--- src/rtl/alp_qshift_seq.sv ---
// Q-register shift sequencer and SIO end-of-chain terminator for a cascade of ALP slices.
// State advances on the falling edge of qdck_l, the edge that loads the slice Q registers.
module alp_qshift_seq #(
  parameter int CNT_W = 5
) (
  input  logic             qdck_l,
  input  logic             reset_h,
  input  logic             start_h,
  input  logic             dir_h,
  input  logic [1:0]       mode_h,
  input  logic [CNT_W-1:0] count_h,
  input  logic             link_in_h,
  input  logic             abort_h,
  output logic             busy_h,
  output logic             done_h,
  output logic             link_h,
  output logic [3:0]       qmux_onehot_h,
  output logic             qreg_en_h,
  output logic             qshl_en_h,
  output logic             qshr_en_h,
  output logic             lsb_sio_oe_h,
  output logic             lsb_sio_out_h,
  input  logic             lsb_sio_in_h,
  output logic             msb_sio_oe_h,
  output logic             msb_sio_out_h,
  input  logic             msb_sio_in_h
);

  localparam logic [3:0] ALP_QMUX_NONE = 4'b0001;
  localparam logic [3:0] ALP_QMUX_SHL  = 4'b0010;
  localparam logic [3:0] ALP_QMUX_SHR  = 4'b0100;

  localparam logic [1:0] ST_IDLE  = 2'b00;
  localparam logic [1:0] ST_SHIFT = 2'b01;
  localparam logic [1:0] ST_DONE  = 2'b10;

  localparam logic [1:0] MODE_ZERO   = 2'b00;
  localparam logic [1:0] MODE_ONE    = 2'b01;
  localparam logic [1:0] MODE_ROTATE = 2'b10;
  localparam logic [1:0] MODE_LINK   = 2'b11;

  localparam logic [CNT_W-1:0] CNT_ZERO = CNT_W'(0);
  localparam logic [CNT_W-1:0] CNT_ONE  = CNT_W'(1);

  logic [1:0]       state_r;
  logic [CNT_W-1:0] cnt_r;
  logic             link_r;
  logic             dir_r;
  logic [1:0]       mode_r;

  logic             in_shift_s;
  logic             shout_s;
  logic             fill_s;
  logic             step_s;

  // Shifted-out bit, fill selection and step qualification
  always_comb begin
    in_shift_s = (state_r == ST_SHIFT);
    shout_s    = dir_r ? lsb_sio_in_h : msb_sio_in_h;
    step_s     = in_shift_s & ~abort_h;
    case (mode_r)
      MODE_ZERO:   fill_s = 1'b0;
      MODE_ONE:    fill_s = 1'b1;
      MODE_ROTATE: fill_s = shout_s;
      MODE_LINK:   fill_s = link_r;
      default:     fill_s = 1'b0;
    endcase
  end

  // Slice control decode; only the vacated end of the chain is driven
  always_comb begin
    busy_h        = in_shift_s;
    done_h        = (state_r == ST_DONE);
    link_h        = link_r;
    qreg_en_h     = step_s;
    qmux_onehot_h = ALP_QMUX_NONE;
    qshl_en_h     = 1'b0;
    qshr_en_h     = 1'b0;
    lsb_sio_oe_h  = 1'b0;
    lsb_sio_out_h = 1'b0;
    msb_sio_oe_h  = 1'b0;
    msb_sio_out_h = 1'b0;
    if (in_shift_s) begin
      if (dir_r) begin
        qmux_onehot_h = ALP_QMUX_SHR;
        qshr_en_h     = 1'b1;
        msb_sio_oe_h  = 1'b1;
        msb_sio_out_h = fill_s;
      end else begin
        qmux_onehot_h = ALP_QMUX_SHL;
        qshl_en_h     = 1'b1;
        lsb_sio_oe_h  = 1'b1;
        lsb_sio_out_h = fill_s;
      end
    end else begin
      qmux_onehot_h = ALP_QMUX_NONE;
    end
  end

  // Sequencer state, step counter, latched fields and link flop
  always_ff @(negedge qdck_l) begin
    if (reset_h) begin
      state_r <= ST_IDLE;
      cnt_r   <= CNT_ZERO;
      link_r  <= 1'b0;
      dir_r   <= 1'b0;
      mode_r  <= MODE_ZERO;
    end else begin
      case (state_r)
        ST_IDLE: begin
          if (start_h) begin
            link_r <= link_in_h;
            if (count_h != CNT_ZERO) begin
              dir_r   <= dir_h;
              mode_r  <= mode_h;
              cnt_r   <= count_h;
              state_r <= ST_SHIFT;
            end else begin
              state_r <= ST_DONE;
            end
          end else begin
            state_r <= ST_IDLE;
          end
        end
        ST_SHIFT: begin
          // An aborted cycle performs no step, so link and count hold
          if (abort_h) begin
            state_r <= ST_IDLE;
          end else begin
            link_r <= shout_s;
            cnt_r  <= cnt_r - CNT_ONE;
            if (cnt_r == CNT_ONE) begin
              state_r <= ST_DONE;
            end else begin
              state_r <= ST_SHIFT;
            end
          end
        end
        ST_DONE: begin
          state_r <= ST_IDLE;
        end
        default: begin
          state_r <= ST_IDLE;
        end
      endcase
    end
  end

endmodule

--- config.mk ---
export PLATFORM = sky130hd
export DESIGN_NAME = alp_qshift_seq
export DESIGN_NICKNAME = d
export VERILOG_FILES = /design/src/rtl/alp_qshift_seq.sv
export SDC_FILE = /design/constraint.sdc
export NUM_CORES = 1
export LEC_CHECK = 0
export BUFFER_PORTS_ARGS = -buffer_cell sky130_fd_sc_hd__buf_2
export CAP_MARGIN = 10
export CORE_MARGIN = 3
export CORE_UTILIZATION = 32
export CTS_CLUSTER_DIAMETER = 50
export DETAILED_ROUTE_END_ITERATION = 12
export PLACE_DENSITY = 0.54
export SLEW_MARGIN = 40
export SYNTH_ARGS = -nofsm -noshare
export SYNTH_HDL_FRONTEND = slang
export SYNTH_SLANG_ARGS = --single-unit
--- constraint.sdc ---
create_clock -name qdck_l -period 3.3 [get_ports qdck_l]
set_clock_uncertainty 0.2 [all_clocks]
set_input_delay 0.495 -clock qdck_l [delete_from_list [all_inputs] [get_ports qdck_l]]
set_output_delay 0.495 -clock qdck_l [all_outputs]
set_load 0.01 [all_outputs]
; ---- Word level (Yosys, flattened, before mapping)
; Cells that the tools add are included.
[word_totals]
output_inout_bits = 14
elab_cells = 48
register_bits = 11
[classes]
n_eq_ne = 9
muxes = 24
n_reduce_logical = 7
add_sub_neg = 1
n_bitwise = 2
[ops]
columns = cell, n
row1 = $mux W5, 3
row2 = $mux W1, 11
row3 = $pmux W5 S2, 1
row4 = $mux W2, 4
row5 = $eq A2 B2 Y1 const B, 3
row6 = $ne A2 B2 Y1 const B, 3
row7 = $reduce_and A3 Y1, 2
row8 = $eq A5 B1 Y1 const B, 1
row9 = $reduce_bool A5 Y1, 1
row10 = $sub A5 B1 Y5 const B, 1
row11 = $eq A2 B1 Y1 const B, 2
row12 = $logic_not A2 Y1, 2
row13 = $mux W4, 1
row14 = $pmux W1 S4, 1
row15 = $pmux W2 S2, 1
row16 = $reduce_and A4 Y1, 1
row17 = $mux W3, 1
row18 = $pmux W1 S2, 1
row19 = $reduce_bool A2 Y1, 1
row20 = $and A1 B1 Y1, 1
row21 = $not A1 Y1, 1

; ---- Depth between registers and ports, before layout
[logic_depth]
ltp_word = 4
depth_mapped = 6
ltp_nobuf = 5

==> impl_metrics.env <==
export IMPL_finalHoldViolations=0
export IMPL_ant_nets=0
export IMPL_cts_buffer_depth=2
export IMPL_dieArea_um2=2770
export IMPL_min_path_cells=2
export IMPL_grt_pass1_vias=760
export IMPL_critPathMaxStageDelay_ns=0.31
export IMPL_dr_max_layer_used="met4"
export IMPL_place_hpwl_um=1350
export IMPL_rr_worst_depth=9
export IMPL_die_height_um=52.6
export IMPL_place_area_um2=911
export IMPL_grt_ovfl_total=0
export IMPL_antenna_found_initial=0
export IMPL_timing_final_ws_setup_ns=-0.372
export IMPL_dp_cells=144
export IMPL_critPathKind="flip-flop to output port"
export IMPL_antenna_cells=0
export IMPL_drive_gt1_frac=0.479
export IMPL_synth_ff_type="dfxtp_1"
export IMPL_met3_length_um=124
export IMPL_cts_made_buffers=3
export IMPL_root_buffer="clkbuf_4"
export IMPL_endpoint_kind="output port"
export IMPL_syn_num_nets=103
export IMPL_clk_latency_ns=0.33
export IMPL_clk_pin_slew_ns=0.03
export IMPL_synth_seq_area_share=0.317
export IMPL_setup_violations=18
export IMPL_routed_via_density=4.89
export IMPL_grt_max_degree=13
export IMPL_synthCells=86
export IMPL_synth_edf_count=0
export IMPL_grt_pass1_wl_um=3030
export IMPL_drtIter0Drc=9
export IMPL_htree_levels=1
export IMPL_place_port_buffers=27
export IMPL_fin_area_um2=1180
export IMPL_cp_required_ns=2.60
export IMPL_postCtsHoldBufs=0
export IMPL_rsz0062_at_grt="yes"
export IMPL_nets=158
export IMPL_violations="setup timing"
export IMPL_row_count=16
export IMPL_netlist_area_um2=696
export IMPL_fin_hold_ws_ns=0.272
export IMPL_firstDrtPassIters=4
export IMPL_crit_fanout=2
export IMPL_crit_chain="mux2i_1 > o31a_1 > nor3_1 > buf_2"
export IMPL_cts_sinks=11
export IMPL_wl_met1_um=824
export IMPL_dieWidth_um=52.6
export IMPL_gp_congestion=0.754
export IMPL_drc_errors=0
export IMPL_synthArstFlopShare=0
export IMPL_initial_utilization=0.347
export IMPL_holdCritPathClass="flip-flop to flip-flop"
export IMPL_synth_cell_types=40
export IMPL_max_cap_violations=0
export IMPL_slew_violations=0
export IMPL_wl_per_cell_um=11.7
export IMPL_synth_avg_cell_area_um2=8.09
export IMPL_power_density_nw_per_um2=371
export IMPL_critPathLaunchType="flip-flop"
export IMPL_final_cells=167
export IMPL_peakVddDrop_mv=0.226
export IMPL_core_um2=2000
export IMPL_vias=816
export IMPL_ys_ff_latch=11
export IMPL_drt_total_wl_um=1950
export IMPL_cp_slowest_cell="dfxtp_2"
export IMPL_areaGrowthSynthToFinish_pct=70.3
export IMPL_power_leakage_nw=0.586
export IMPL_status="finished with violations"
export IMPL_cts_tree="built"
export IMPL_crit_arrival_ns=2.98
export IMPL_io_pins=29
export IMPL_met2_length_um=991
export IMPL_track_usage=0.149
export IMPL_fin_util=0.592
export IMPL_yosys_warnings=0
logic make-up (layout without fill, tap and decap cells):
logic type / after synthesis / after routing / synth area share
flip-flops: 11 / 11 / 0.317
other: 1 / 1 / 0.00539
AND/OR/NAND/NOR: 35 / 35 / 0.257
adder cells (fa/ha/maj): 2 / 2 / 0.0360
buffers and inverters: 15 / 69 / 0.126
multiplexers: 4 / 4 / 0.0576
AO/OA/AOI/OAI: 18 / 18 / 0.201
path summary, 6_finish.rpt:
check / startpoint / to / slack [ns]
max reg2reg: state_r[1]$_SDFF_NP0_ / cnt_r[1]$_SDFFE_NP0P_ / 1.41
min: link_h$_SDFFE_NP0P_ / link_h$_SDFFE_NP0P_ / 0.27
max: dir_r$_SDFFE_NP0P_ / lsb_sio_out_h / -0.37
min reg2reg: link_h$_SDFFE_NP0P_ / link_h$_SDFFE_NP0P_ / 0.27
flip-flops by register name, summed over array words and instances, names as in the netlist:
| name | count |
|---|---|
| cnt_r | 5 |
| state_r | 2 |
| link_h | 1 |
| dir_r | 1 |
| mode_r | 2 |
layout make-up:
type / instances / area (um^2)
fill: 183 / 817
clock buffer: 3 / 22.5
clock inverter: 12 / 45.0
tap: 27 / 33.8
multi-input combinational: 60 / 433
inverter: 5 / 28.8
sequential: 11 / 226
timing repair buffer: 49 / 395
critical path: cells and delay by family (launching register included):
family,cells,cell delay [ns]
flops,1,0.31
compound gates,1,0.27
buf+inv,1,0.16
mux,1,0.13
simple gates,1,0.13
cells in the mapped netlist, drive strengths merged (2+ instances only):
master	n	share of area
a211oi	2	0.029
a21oi	5	0.036
buf	8	0.088
dfxtp	11	0.32
ha	2	0.036
inv	5	0.027
mux2i	4	0.058
nand2	7	0.041
nand3	3	0.022
nor2	12	0.065
nor3	3	0.022
o21ai	2	0.020
or4	2	0.027
layer usage:
metal,vias to the layer above,track usage
li1,405,-
met1,377,0.165
met2,32,0.246
met3,2,0.0570
met4,0,0.0766
met5,-,0
power breakdown:
| part | total, mW | switching, mW | internal [mW] |
|---|---|---|---|
| clock | 0.138 | 0.0767 | 0.0611 |
| sequential | 0.155 | 0.00902 | 0.146 |
| combinational | 0.147 | 0.0680 | 0.0792 |
| total | 0.440 | 0.154 | 0.286 |
cell usage in the layout, fill, tap and decap left out, types with 2 or more instances in the layout:
| cell type | synthesis | layout |
|---|---|---|
| clkbuf_4 | 0 | 3 |
| nor3_1 | 3 | 3 |
| a21oi_1 | 5 | 5 |
| dfxtp_1 | 11 | 8 |
| inv_1 | 4 | 15 |
| buf_2 | 1 | 16 |
| buf_6 | 1 | 18 |
| nand3_1 | 3 | 3 |
| dfxtp_2 | 0 | 2 |
| clkinv_4 | 0 | 2 |
| nor2_1 | 12 | 11 |
| nand2_1 | 6 | 6 |
| buf_4 | 6 | 15 |
| ha_1 | 2 | 2 |
| mux2i_1 | 4 | 4 |
metrics by stage:
stage	TNS, ns	power (mW)	setup WS (ns)
finish	-3.02	0.440	-0.372
global route	-4.08	0.474	-0.433
CTS	-2.85	0.439	-0.387
detailed placement	-3.44	0.289	-0.380
global placement	-3.43	0.288	-0.373
floorplan	-2.38	0.251	-0.230
timing repair:
action | 4_1_cts | 5_1_grt
endpoints found under the setup margin | 18 | 21
pin swaps | 4 | 3
buffers inserted | 5 | 4
cloned | 1 | 0
gates resized for setup | 26 | 7
hold endpoints to repair | 0 | 0
Note: power is estimated with default switching activity, not from simulation.
